<file path="config.mk">
export PLATFORM = sky130hd
export DESIGN_NAME = wb_stage
export DESIGN_NICKNAME = d
export VERILOG_FILES = /design/src/rtl/riscv_pkg.sv /design/src/rtl/dff.sv /design/src/rtl/load_align.sv /design/src/rtl/wb_stage.sv
export SDC_FILE = /design/constraint.sdc
export NUM_CORES = 1
export LEC_CHECK = 0
export ABC_AREA = 1
export BUFFER_PORTS_ARGS = -buffer_cell sky130_fd_sc_hd__buf_4
export CAP_MARGIN = 20
export CORE_ASPECT_RATIO = 0.5
export CORE_MARGIN = 5
export CORE_UTILIZATION = 39
export DETAILED_ROUTE_END_ITERATION = 7
export SLEW_MARGIN = 20
export SYNTH_ARGS = -nofsm -noshare
export SYNTH_HDL_FRONTEND = slang
export SYNTH_SLANG_ARGS = --single-unit
</file>
<file path="constraint.sdc">
create_clock -name i_clk -period 4.1 [get_ports i_clk]
set_clock_uncertainty 0.2 [all_clocks]
set_input_delay 0.82 -clock i_clk [delete_from_list [all_inputs] [get_ports i_clk]]
set_output_delay 0.82 -clock i_clk [all_outputs]
set_load 0.02 [all_outputs]
</file>
<file path="src/rtl/riscv_pkg.sv">
// Shared RV32I encodings used by the pipeline back end.
package riscv_pkg;

  // Writeback source select; 2'b11 aliases the ALU result.
  localparam logic [1:0] WB_ALU     = 2'b00;
  localparam logic [1:0] WB_LOAD    = 2'b01;
  localparam logic [1:0] WB_PC4     = 2'b10;
  localparam logic [1:0] WB_ALU_ALT = 2'b11;

  // Load width/sign encodings carried in funct3.
  localparam logic [2:0] F3_LB  = 3'b000;
  localparam logic [2:0] F3_LH  = 3'b001;
  localparam logic [2:0] F3_LW  = 3'b010;
  localparam logic [2:0] F3_LBU = 3'b100;
  localparam logic [2:0] F3_LHU = 3'b101;

endpackage

</file>
<file path="src/rtl/dff.sv">
// Enabled D flip-flop bank with asynchronous active-low reset to a constant.
module dff #(
  parameter int               WIDTH   = 1,
  parameter logic [WIDTH-1:0] RST_VAL = '0
) (
  input  logic             clk,
  input  logic             rst_n,
  input  logic             en,
  input  logic [WIDTH-1:0] d,
  output logic [WIDTH-1:0] q
);

  // Capture d when enabled; reset forces the constant immediately.
  always_ff @(posedge clk or negedge rst_n) begin
    if (!rst_n) begin
      q <= RST_VAL;
    end else if (en) begin
      q <= d;
    end
  end

endmodule

</file>
<file path="src/rtl/load_align.sv">
// Extracts and extends load data from a word-aligned memory read and flags
// misaligned or unsupported load encodings. Purely combinational.
module load_align
  import riscv_pkg::*;
(
  input  logic [2:0]  funct3,
  input  logic [1:0]  off,
  input  logic [31:0] rdata,
  output logic [31:0] data,
  output logic        fault
);

  logic [7:0]  byte_lane;
  logic [15:0] half_lane;

  // Pick the addressed byte and half-word lanes.
  always_comb begin
    byte_lane = rdata[7:0];
    case (off)
      2'd0: byte_lane = rdata[7:0];
      2'd1: byte_lane = rdata[15:8];
      2'd2: byte_lane = rdata[23:16];
      2'd3: byte_lane = rdata[31:24];
      default: byte_lane = rdata[7:0];
    endcase
    half_lane = off[1] ? rdata[31:16] : rdata[15:0];
  end

  // Extend per width/sign and flag misalignment or reserved encodings.
  always_comb begin
    data  = '0;
    fault = 1'b0;
    case (funct3)
      F3_LB:  data = {{24{byte_lane[7]}}, byte_lane};
      F3_LBU: data = {24'd0, byte_lane};
      F3_LH: begin
        data  = {{16{half_lane[15]}}, half_lane};
        fault = off[0];
      end
      F3_LHU: begin
        data  = {16'd0, half_lane};
        fault = off[0];
      end
      F3_LW: begin
        data  = rdata;
        fault = (off != 2'd0);
      end
      default: fault = 1'b1;
    endcase
  end

endmodule

</file>
<file path="src/rtl/wb_stage.sv">
// Writeback stage: WB pipeline register, load formatting, register-file
// write port, load fault reporting and the retired-instruction counter.
module wb_stage
  import riscv_pkg::*;
#(
  parameter int XLEN = 32
) (
  input  logic            i_clk,
  input  logic            i_rst_n,
  input  logic            i_valid,
  input  logic [4:0]      i_rd_addr,
  input  logic [1:0]      i_wb_sel,
  input  logic [XLEN-1:0] i_alu_result,
  input  logic [XLEN-1:0] i_pc_plus4,
  input  logic [2:0]      i_funct3,
  input  logic [XLEN-1:0] i_dmem_rdata,
  input  logic            i_stall,
  input  logic            i_flush,
  output logic [4:0]      o_rd_waddr,
  output logic [XLEN-1:0] o_rd_wdata,
  output logic            o_retire,
  output logic            o_trap,
  output logic [XLEN-1:0] o_badaddr,
  output logic [63:0]     o_instret
);

  localparam int FIELD_W = 5 + 2 + 3 + 3 * XLEN;

  logic               wb_valid;
  logic [4:0]         wb_rd;
  logic [1:0]         wb_sel;
  logic [2:0]         wb_funct3;
  logic [XLEN-1:0]    wb_alu;
  logic [XLEN-1:0]    wb_pc4;
  logic [XLEN-1:0]    wb_rdata;
  logic [FIELD_W-1:0] wb_fields;

  logic [XLEN-1:0]    load_data;
  logic               load_fault;
  logic               presented;
  logic               fault;
  logic               retire;
  logic [XLEN-1:0]    wb_src;

  // Flush clears valid even under stall; payload fields simply hold on stall
  // since a cleared valid masks them anyway.
  dff #(.WIDTH(1)) u_valid_q (
    .clk   (i_clk),
    .rst_n (i_rst_n),
    .en    (i_flush | ~i_stall),
    .d     (i_valid & ~i_flush),
    .q     (wb_valid)
  );

  dff #(.WIDTH(FIELD_W)) u_fields_q (
    .clk   (i_clk),
    .rst_n (i_rst_n),
    .en    (~i_stall),
    .d     ({i_rd_addr, i_wb_sel, i_funct3, i_alu_result, i_pc_plus4, i_dmem_rdata}),
    .q     (wb_fields)
  );

  assign {wb_rd, wb_sel, wb_funct3, wb_alu, wb_pc4, wb_rdata} = wb_fields;

  load_align u_load_align (
    .funct3 (wb_funct3),
    .off    (wb_alu[1:0]),
    .rdata  (wb_rdata),
    .data   (load_data),
    .fault  (load_fault)
  );

  // Writeback source mux and commit/trap qualification.
  always_comb begin
    case (wb_sel)
      WB_LOAD: wb_src = load_data;
      WB_PC4:  wb_src = wb_pc4;
      default: wb_src = wb_alu;
    endcase
    presented = wb_valid & ~i_stall;
    fault     = (wb_sel == WB_LOAD) & load_fault;
    retire    = presented & ~fault;
  end

  // Drive the register-file port and trap outputs; x0 targets retire silently.
  always_comb begin
    o_rd_waddr = '0;
    o_rd_wdata = '0;
    o_retire   = 1'b0;
    o_trap     = 1'b0;
    o_badaddr  = '0;
    if (retire) begin
      o_rd_waddr = wb_rd;
      o_rd_wdata = wb_src;
      o_retire   = 1'b1;
    end else if (presented) begin
      o_trap    = 1'b1;
      o_badaddr = wb_alu;
    end
  end

  // Counter wraps naturally at 2^64.
  dff #(.WIDTH(64)) u_instret_q (
    .clk   (i_clk),
    .rst_n (i_rst_n),
    .en    (retire),
    .d     (o_instret + 64'd1),
    .q     (o_instret)
  );

endmodule

</file>
### Yosys cells after proc, flatten, opt, wreduce, memory -nomap -nowiden

Index checks and enable logic that the tools add are counted.

* flip-flop bits (word level): 171
* input bits: 111
* output and inout port bits: 135
* word-level logic and storage cells: 38

* add/sub/neg operators: 1
* equality and inequality tests: 9
* mux-type cells: 12
* bitwise operators: 8
* reductions and logical operators: 5

Operators with widths (number)
* 32-bit case mux with 5 select lines: 1
* 32-bit 2-to-1 mux: 3
* 64-bit by 1-bit adder with 64-bit output, second input constant: 1
* 32-bit case mux with 2 select lines: 1
* 8-bit case mux with 4 select lines: 1
* 16-bit 2-to-1 mux: 1
* 2-bit equality test, second input constant: 3
* 3-bit equality test, second input constant: 2
* 5-bit 2-to-1 mux: 1
* 1-bit bitwise AND: 4
* 2-bit by 1-bit equality test with 1-bit output, second input constant: 2
* 2-bit OR reduction: 2
* 3-bit by 1-bit equality test with 1-bit output, second input constant: 1
* 3-bit by 2-bit equality test with 1-bit output, second input constant: 1
* 3-bit logical NOT: 1
* 1-bit 2-to-1 mux: 3
* 1-bit NOT: 3
* 1-bit case mux with 3 select lines: 1
* 2-bit logical NOT: 1
* 2-bit nonzero test: 1
* 1-bit bitwise OR: 1

### Depth between registers and ports, before layout

Gate-level depths: netlist of run 1.

* depth after elaboration: 7
* mapped depth: 12

### By module

From an unflattened synthesis of run 1, not the netlist that was laid out.

* cell total of the unflattened synthesis: 1601
* area, all modules: 10601.4 sq um

By module, submodules not included
* dff at u_fields_q: times used 1, cells each 448, area an instance 4010.1 sq um, seq. area each 2652.5 sq um
* wb_stage: times used 1, cells each 657, area an instance 3174.3 sq um, seq. area each 0.0 sq um
* dff at u_instret_q: times used 1, cells each 270, area an instance 2446.1 sq um, seq. area each 1601.5 sq um
* load_align: times used 1, cells each 221, area an instance 930.9 sq um, seq. area each 0.0 sq um
* dff at u_valid_q: times used 1, cells each 5, area an instance 40.0 sq um, seq. area each 25.0 sq um

### Least setup slack after synthesis of run 1

No wires, ideal clock.

* path type: input-to-output
* from: in i_stall
* to: out o_rd_wdata[3]
* arrival time: 1850 ps
* data required time: 3080 ps
* setup slack: 1230 ps
* stages: 9
* buffers on the path: 2
* path through: inv_2 > nand2_1 > inv_2 > nand2_4 > inv_2 > buf_6 > buf_6 > o21ai_1 > a21oi_1

* word-level cells in the longest chain between the ends: 4

RTL lines
* start: declaration: line wb_stage.sv:17 `input logic i_stall,`
* 1-bit NOT: line wb_stage.sv:80 `presented = wb_valid & ~i_stall;`
* 1-bit bitwise AND: line wb_stage.sv:80
* 1-bit bitwise AND: line wb_stage.sv:82 `retire = presented & ~fault;`
* 32-bit 2-to-1 mux: line wb_stage.sv:92 `if (retire) begin`
* end: declaration: line wb_stage.sv:20 `output logic [XLEN-1:0] o_rd_wdata,`

No other way between the ends.

### Final worst setup path of run 1

* from: reg u_fields_q.q[64]
* to: out o_rd_wdata[31]

* word-level cells in the longest chain between the ends: 6
* elaborated cells between the ends (all ways): 13

RTL lines
* start: declaration: line dff.sv:10 `output logic [WIDTH-1:0] q`
* start signal: assignment: line dff.sv:16 `q <= RST_VAL;`
* start signal: assignment: line dff.sv:18 `q <= d;`
* parallel branches: the longest is 5 deep, another holds 32-bit case mux with 5 select lines
* 32-bit 2-to-1 mux *: line wb_stage.sv:92

Every way passes the cells marked *.

==> results of run 1 <==
-- sequential cells by signal, indices dropped and copies added, names as in the netlist --
| register | flops |
|---|---|
| u_fields_q.q | 106 |
| u_instret_q.q | 64 |
| u_valid_q.q | 1 |
-- synth_stat cells, types with 20 or more instances --
cell and count:
nand2_1 681, nor2_1 182, dfrtp_1 171, inv_1 93
o21ai_0 65, a21oi_1 60, o21ai_1 43, clkbuf_1 39
nand3_1 32, nand4_1 27, xor2_1 25, a21oi_2 20
-- cell usage in the layout, fill, tap and decap left out --
cell type and n:
a21oi_1 60, a21oi_2 20, and2_1 1, buf_12 2, buf_4 256, buf_6 1, bufinv_16 2, clkbuf_1 2
clkbuf_16 17, clkbuf_8 4, clkinv_2 2, clkinv_4 2, clkinvlp_4 2, dfrtp_1 171, ha_1 3, inv_1 93
inv_2 5, inv_4 2, inv_6 1, nand2_1 681, nand2_4 2, nand3_1 32, nand3_2 1, nand3b_1 3
nand4_1 27, nor2_1 182, nor2_2 5, nor2_4 1, nor3_1 6, nor3_4 1, o21a_1 1, o21ai_0 65
o21ai_1 43, o21ai_2 13, o21bai_1 1, o22ai_1 7, xnor2_1 7, xor2_1 25
-- routing by layer --
metal,up-vias,global-route usage,share of wire
li1,5209,-,-
met1,5028,0.320,0.46
met2,240,0.392,0.48
met3,48,0.0354,0.038
met4,0,0.0664,0.019
met5,-,0,0
-- cell families (layout without fill, tap and decap cells) --
| group | count (synthesis) | in the layout | synth area share |
|---|---|---|---|
| xor gates and xnor gates | 32 | 32 | 0.0274 |
| buffers and inverters | 170 | 391 | 0.0695 |
| DFF | 171 | 171 | 0.419 |
| adders and majority gates | 3 | 3 | 0.00368 |
| and+or+nand+nor | 942 | 942 | 0.364 |
| AOI/OAI and AO/OA | 210 | 210 | 0.116 |
-- power groups by stage --
stage          sequential [mW]  clock [mW]  combinational, mW
5_1_grt                   2.07        1.77               1.19
3_5_place_dp              2.08           0               1.09
6_report                  2.05        1.66               1.08
3_3_place_gp              2.07           0               1.07
4_1_cts                   2.05        1.70               1.09
2_1_floorplan             2.09           0              0.573
-- worst paths after layout --
path | from | to | slack, ns | cells after the start
worst max-delay path | u_fields_q.q[64] | o_rd_wdata[31] | 0.29 | 10
worst min-delay path | i_rst_n | u_fields_q.q[37] | 0.09 | 1
worst max register to register | u_fields_q.q[64] | u_instret_q.q[38] | 1.29 | 10
worst min register to register | u_fields_q.q[59] | u_fields_q.q[59] | 0.28 | 2
max in group asynchronous | i_rst_n | u_instret_q.q[18] | 2.61 | 2
min in group i_clk | u_fields_q.q[59] | u_fields_q.q[59] | 0.28 | 2
-- metrics by stage --
step	area (µm²)	instances	hold WS (ns)	setup WS [ns]	utilization
final	12900	2093	0.0926	0.291	0.505
after global routing	12900	2093	0.125	0.124	0.505
after CTS	12900	2093	0.0930	0.331	0.505
after detailed placement	12300	2061	0.267	0.840	0.482
after global placement	12300	2061	0.263	0.916	0.482
after floorplan	10200	1528	0.249	1.23	-
-- area by class of cell --
class	instances	share of cell area
timing repair buffer	259	0.153
clock buffer	23	0.0379
tap	344	0.0334
inverter	100	0.0295
clock inverter	9	0.00864
multi-input combinational	1187	0.405
sequential	171	0.332
-- worst register-to-register path: cells and delay by family (launching register included) --
family	cells	cell delay, ns
flip-flops	1	0.53
XOR/XNOR	1	0.15
buffers and inverters	3	1.05
AND/OR/NAND/NOR	6	0.74
==> reports/metrics.csv, run 1 <==
metric,value,unit
outcome,completed,
Synth Register Bits,171,
multi-input logic area,5230,µm²
max_slew headroom,0.452,
total CTS buffers,17,
Crit path largest cell delay,0.53,ns
routed wire length,35800,µm
"Async S/R FF share, synth",1.00,
Total Neg Setup Slack,0,ns
CP Capture Type,primary output,
"Primary FF master, synth",dfrtp_1,
vias per cell,5.03,
initial DRC count,797,
"delay-heaviest family, CP",buffers and inverters,
"Power, Total",4.80,mW
RSZ-0062 raised after global routing,no,
Slew Limit Fails,0,
Starting Density,0.401,
CTS tree,yes,
Tot GR Track Use,0.235,
register share of total power,0.427,
WP data required,3.08,ns
cts hold-fix bufs,0,
clock slew at reported path FFs,0.07,ns
port bufs,245,
HPWL Detailed,26800,µm
max-cap violations,0,
Crit path top cell by count,nand2_4,
Post-synth EDFFs,0,
num rows,41,
first-pass GRT wire length,56200,µm
dominant cell type by area after synthesis,dfrtp_1,
Skew-Pair Late Insertion Delay,0.44,ns
Mapped Nets,1642,
DRC viols,0,
Vias,10500,
clock network fraction of design power,0.347,
final hold vios,0,
Ports,246,
# nets final,1850,
leakage,6.29,nW
share of layout cells above drive strength 1,0.194,
floorplan core area,25500,µm²
initial antenna violation count,0,
CTS root buf,clkbuf_16,
"Cell Area, Synth",10200,µm²
DRT Pass-1 Iters,5,
die outline height,124,µm
Storage cell area,4280,µm²
Clock Tree Buf Depth,2,
crit-path max FO,64,
CP max stage cell,dfrtp_1,
CTS H-tree depth,4,
Pint,3.21,mW
die area,29700,µm²
post-CTS setup buffer count,0,
PwrDens,372,nW/µm²
vias in the first global route,10200,
Filler Cells Inserted,2625,
# setup viols final,0,
post-synthesis cell type count,31,
Final Cycle Share,0.929,
Mean Syn Cell Area,6.68,µm²
Overflow after GRT,0,
Die X,239,µm
CP startpoint kind,flop,
Synth area leaders,"dfrtp_1 (42%), nand2_1 (25%), nor2_1 (6.7%)",
sequential share of the synthesized area,0.419,
number of diodes,0,
post-synth top area share,0.419,
Mapped Cells,1528,
Worst EP arrival,2.79,ns
Final min period,3.81,ns
combinational share of power,0.226,
Sw Pwr,1.58,mW
Antenna Violating Nets Remaining,0,
Synthesis Warnings,0,
worst path buffer plus inverter count,3,
Tightest Pin Transition,0.820,ns
f_max,263,MHz
area delta synth->final,26.2,%
Switching Share,0.330,
Setup CP Type,reg -> out,
GP Congestion,0.932,
post_cts resized,0,
Worst Hold Class,in -> async,
worst vdd ir,0.277,mV
largest net degree at the start of global routing,86,
DR WL/cell,17.1,µm
crit-path cells,inv_1 -> nand2_1 -> nand3_1 -> nand3_2 -> nand2_4 -> nand2_4 -> inv_4 -> o21ai_1 -> a21oi_1 -> buf_4,
clk sinks,171,
No activity file was read; power rests on OpenSTA's default activity.
==> run 2: changes to the inputs <==
Settings changed: GPL_TIMING_DRIVEN set to 0.
==> run 2 against run 1 <==
Fmax increased by 2.2%. Sequential power about the same. Global-route usage increased by 2.3 points. Routed wire length increased by 7.9%. Via count increased by 4.7%. Hold slack improved by 0.058 ns.
==> reports/metrics.csv, run 2 (same netlist as run 1, synthesis figures left out) <==
metric,value,unit,change
DRC viols,0,,unchanged
die area,29700,µm²,unchanged
WP data required,3.08,ns,about the same
CP max stage cell,buf_1,,
share of layout cells above drive strength 1,0.195,,+0.00108
floorplan core area,25500,µm²,unchanged
r2r worst-path depth,8,,-2
total CTS buffers,17,,unchanged
Starting Density,0.401,,unchanged
clock slew at reported path FFs,0.07,ns,about the same
DRT Pass-1 Iters,5,,unchanged
Total Neg Setup Slack,0,ns,unchanged
Overflow after GRT,0,,unchanged
Setup CP Type,reg -> out,,
RSZ-0062 raised after global routing,no,,
"Non-Filler Cell Area, Final",13100,µm²,+2.0%
CTS root buf,clkbuf_16,,
number of diodes,0,,unchanged
f_max,268,MHz,+2.2%
# setup viols final,0,,unchanged
max_slew headroom,0.455,,+0.00265
Die X,239,µm,unchanged
Worst EP arrival,2.71,ns,-0.08 ns
initial DRC count,803,,+0.75%
met1 Use GR,0.353,,+0.0330
Sw Pwr,1.67,mW,+5.7%
GR Layer Usage met2,0.421,,+0.0287
first-pass GRT wire length,60800,µm,+8.0%
routed wire length,38700,µm,+7.9%
initial antenna violation count,0,,unchanged
crit-path max FO,10,,-84%
number of flip-flops under the largest register name,106,,unchanged
register share of total power,0.413,,-0.014
post_cts resized,0,,unchanged
Filler Cells Inserted,2627,,+0.076%
max-cap violations,0,,unchanged
# nets final,1907,,+3.1%
cts hold-fix bufs,0,,unchanged
most frequent cells in the layout,"nand2_1 (681), buf_4 (245), nor2_1 (182)",,
DR WL/cell,18.0,µm,+5.0%
GP Congestion,0.957,,+2.6%
area delta synth->final,28.7,%,
worst path buffer plus inverter count,5,,+2
leakage,6.42,nW,+2.0%
combinational share of power,0.225,,about the same
Switching Share,0.336,,+0.00615
clk sinks,171,,unchanged
Final min period,3.73,ns,-0.0828 ns
Finished Core Util,0.516,,+0.0102
vias per cell,5.13,,+1.9%
CP startpoint kind,flop,,
leading registers by flop count,"u_fields_q.q x106, u_instret_q.q x64, u_valid_q.q x1",,
"commonest non-fill, non-tap cell in the layout",nand2_1,,
Storage cell area,4280,µm²,unchanged
"delay-heaviest family, CP",buffers and inverters,,
final hold vios,0,,unchanged
largest net degree at the start of global routing,93,,+8.1%
Largest Register,u_fields_q.q,,
Antenna Violating Nets Remaining,0,,unchanged
outcome,completed,,
Slew Limit Fails,0,,unchanged
die outline height,124,µm,unchanged
Ports,246,,unchanged
HPWL Detailed,30100,µm,+12%
Vias,11000,,+4.7%
CTS tree,yes,,
crit-path cells,inv_1 -> ha_1 -> clkbuf_1 -> inv_2 -> buf_1 -> o21ai_2 -> a21oi_2 -> buf_4,,
Final Cycle Share,0.909,,-0.0202
port bufs,245,,unchanged
met3 Use GR,0.0412,,+0.00575
post-CTS setup buffer count,0,,unchanged
multi-input logic area,5230,µm²,unchanged
clock network fraction of design power,0.361,,+0.014
CP Depth,8,,-2
Tightest Pin Transition,0.817,ns,-0.00278 ns
PwrDens,378,nW/µm²,+1.7%
Area after DPL,12500,µm²,+1.9%
CP Capture Type,primary output,,
CTS H-tree depth,4,,unchanged
vias in the first global route,10900,,+6.4%
Crit path largest cell delay,0.58,ns,+0.05 ns
num rows,41,,unchanged
worst vdd ir,0.304,mV,+9.7%
Pint,3.30,mW,+2.8%
Tot GR Track Use,0.258,,+0.0226
Worst Hold Class,in -> async,,
Skew-Pair Late Insertion Delay,0.45,ns,about the same
gr busiest metal,met2,,
Clock Tree Buf Depth,2,,unchanged
run 2: changes by cell type in the layout (fill, tap and decap cells not counted), sizes merged:
cell and delta:
clkinv -2, bufinv +2, clkbuf +35, clkinvlp +2, inv +2, buf +18
run 2: routing by layer:
layer  share of wire  routed length (µm)  vias to the layer above
li1                -                   -                     5336
met1            0.44               17200                     5268
met2            0.48               18500                      362
met3           0.057                2190                       54
met4           0.021                 819                        0
met5               0                   0                        -
run 2: path summary, 6_finish.rpt:
path / end / startpoint / slack (ns)
max: o_rd_wdata[19] / u_fields_q.q[99] / 0.37
min: u_fields_q.q[37] / i_rst_n / 0.15
max reg2reg: u_instret_q.q[40] / u_instret_q.q[0] / 1.61
min reg2reg: u_fields_q.q[56] / u_fields_q.q[56] / 0.29
max in group asynchronous: u_instret_q.q[19] / i_rst_n / 2.67
min in group i_clk: u_fields_q.q[56] / u_fields_q.q[56] / 0.29
run 2: metrics by stage:
stage / hold slack, ns / total power [mW] / setup WS [ns] / instances
after floorplan: 0.249 / 2.67 / 1.23 / 1528
after global placement: 0.264 / 3.18 / 0.656 / 2117
after detailed placement: 0.265 / 3.20 / 0.653 / 2118
after CTS: 0.169 / 4.99 / 0.322 / 2150
after global routing: 0.196 / 5.20 / 0.168 / 2150
final: 0.151 / 4.97 / 0.373 / 2150
run 2: final cells by class:
class | count | share of cell area
multi-input combinational | 1187 | 0.397
clock inverter | 13 | 0.0142
inverter | 100 | 0.0285
tap | 344 | 0.0327
timing repair buffer | 246 | 0.143
buffer | 70 | 0.0254
sequential | 171 | 0.325
clock buffer | 19 | 0.0337
run 2: power by group through the flow:
| stage | Combinational (mW) | Clock [mW] | Sequential, mW |
|---|---|---|---|
| 6_report | 1.12 | 1.80 | 2.05 |
| 5_1_grt | 1.25 | 1.88 | 2.07 |
| 4_1_cts | 1.13 | 1.82 | 2.05 |
| 3_5_place_dp | 1.12 | 0 | 2.08 |
| 3_3_place_gp | 1.10 | 0 | 2.08 |
| 2_1_floorplan | 0.573 | 0 | 2.09 |
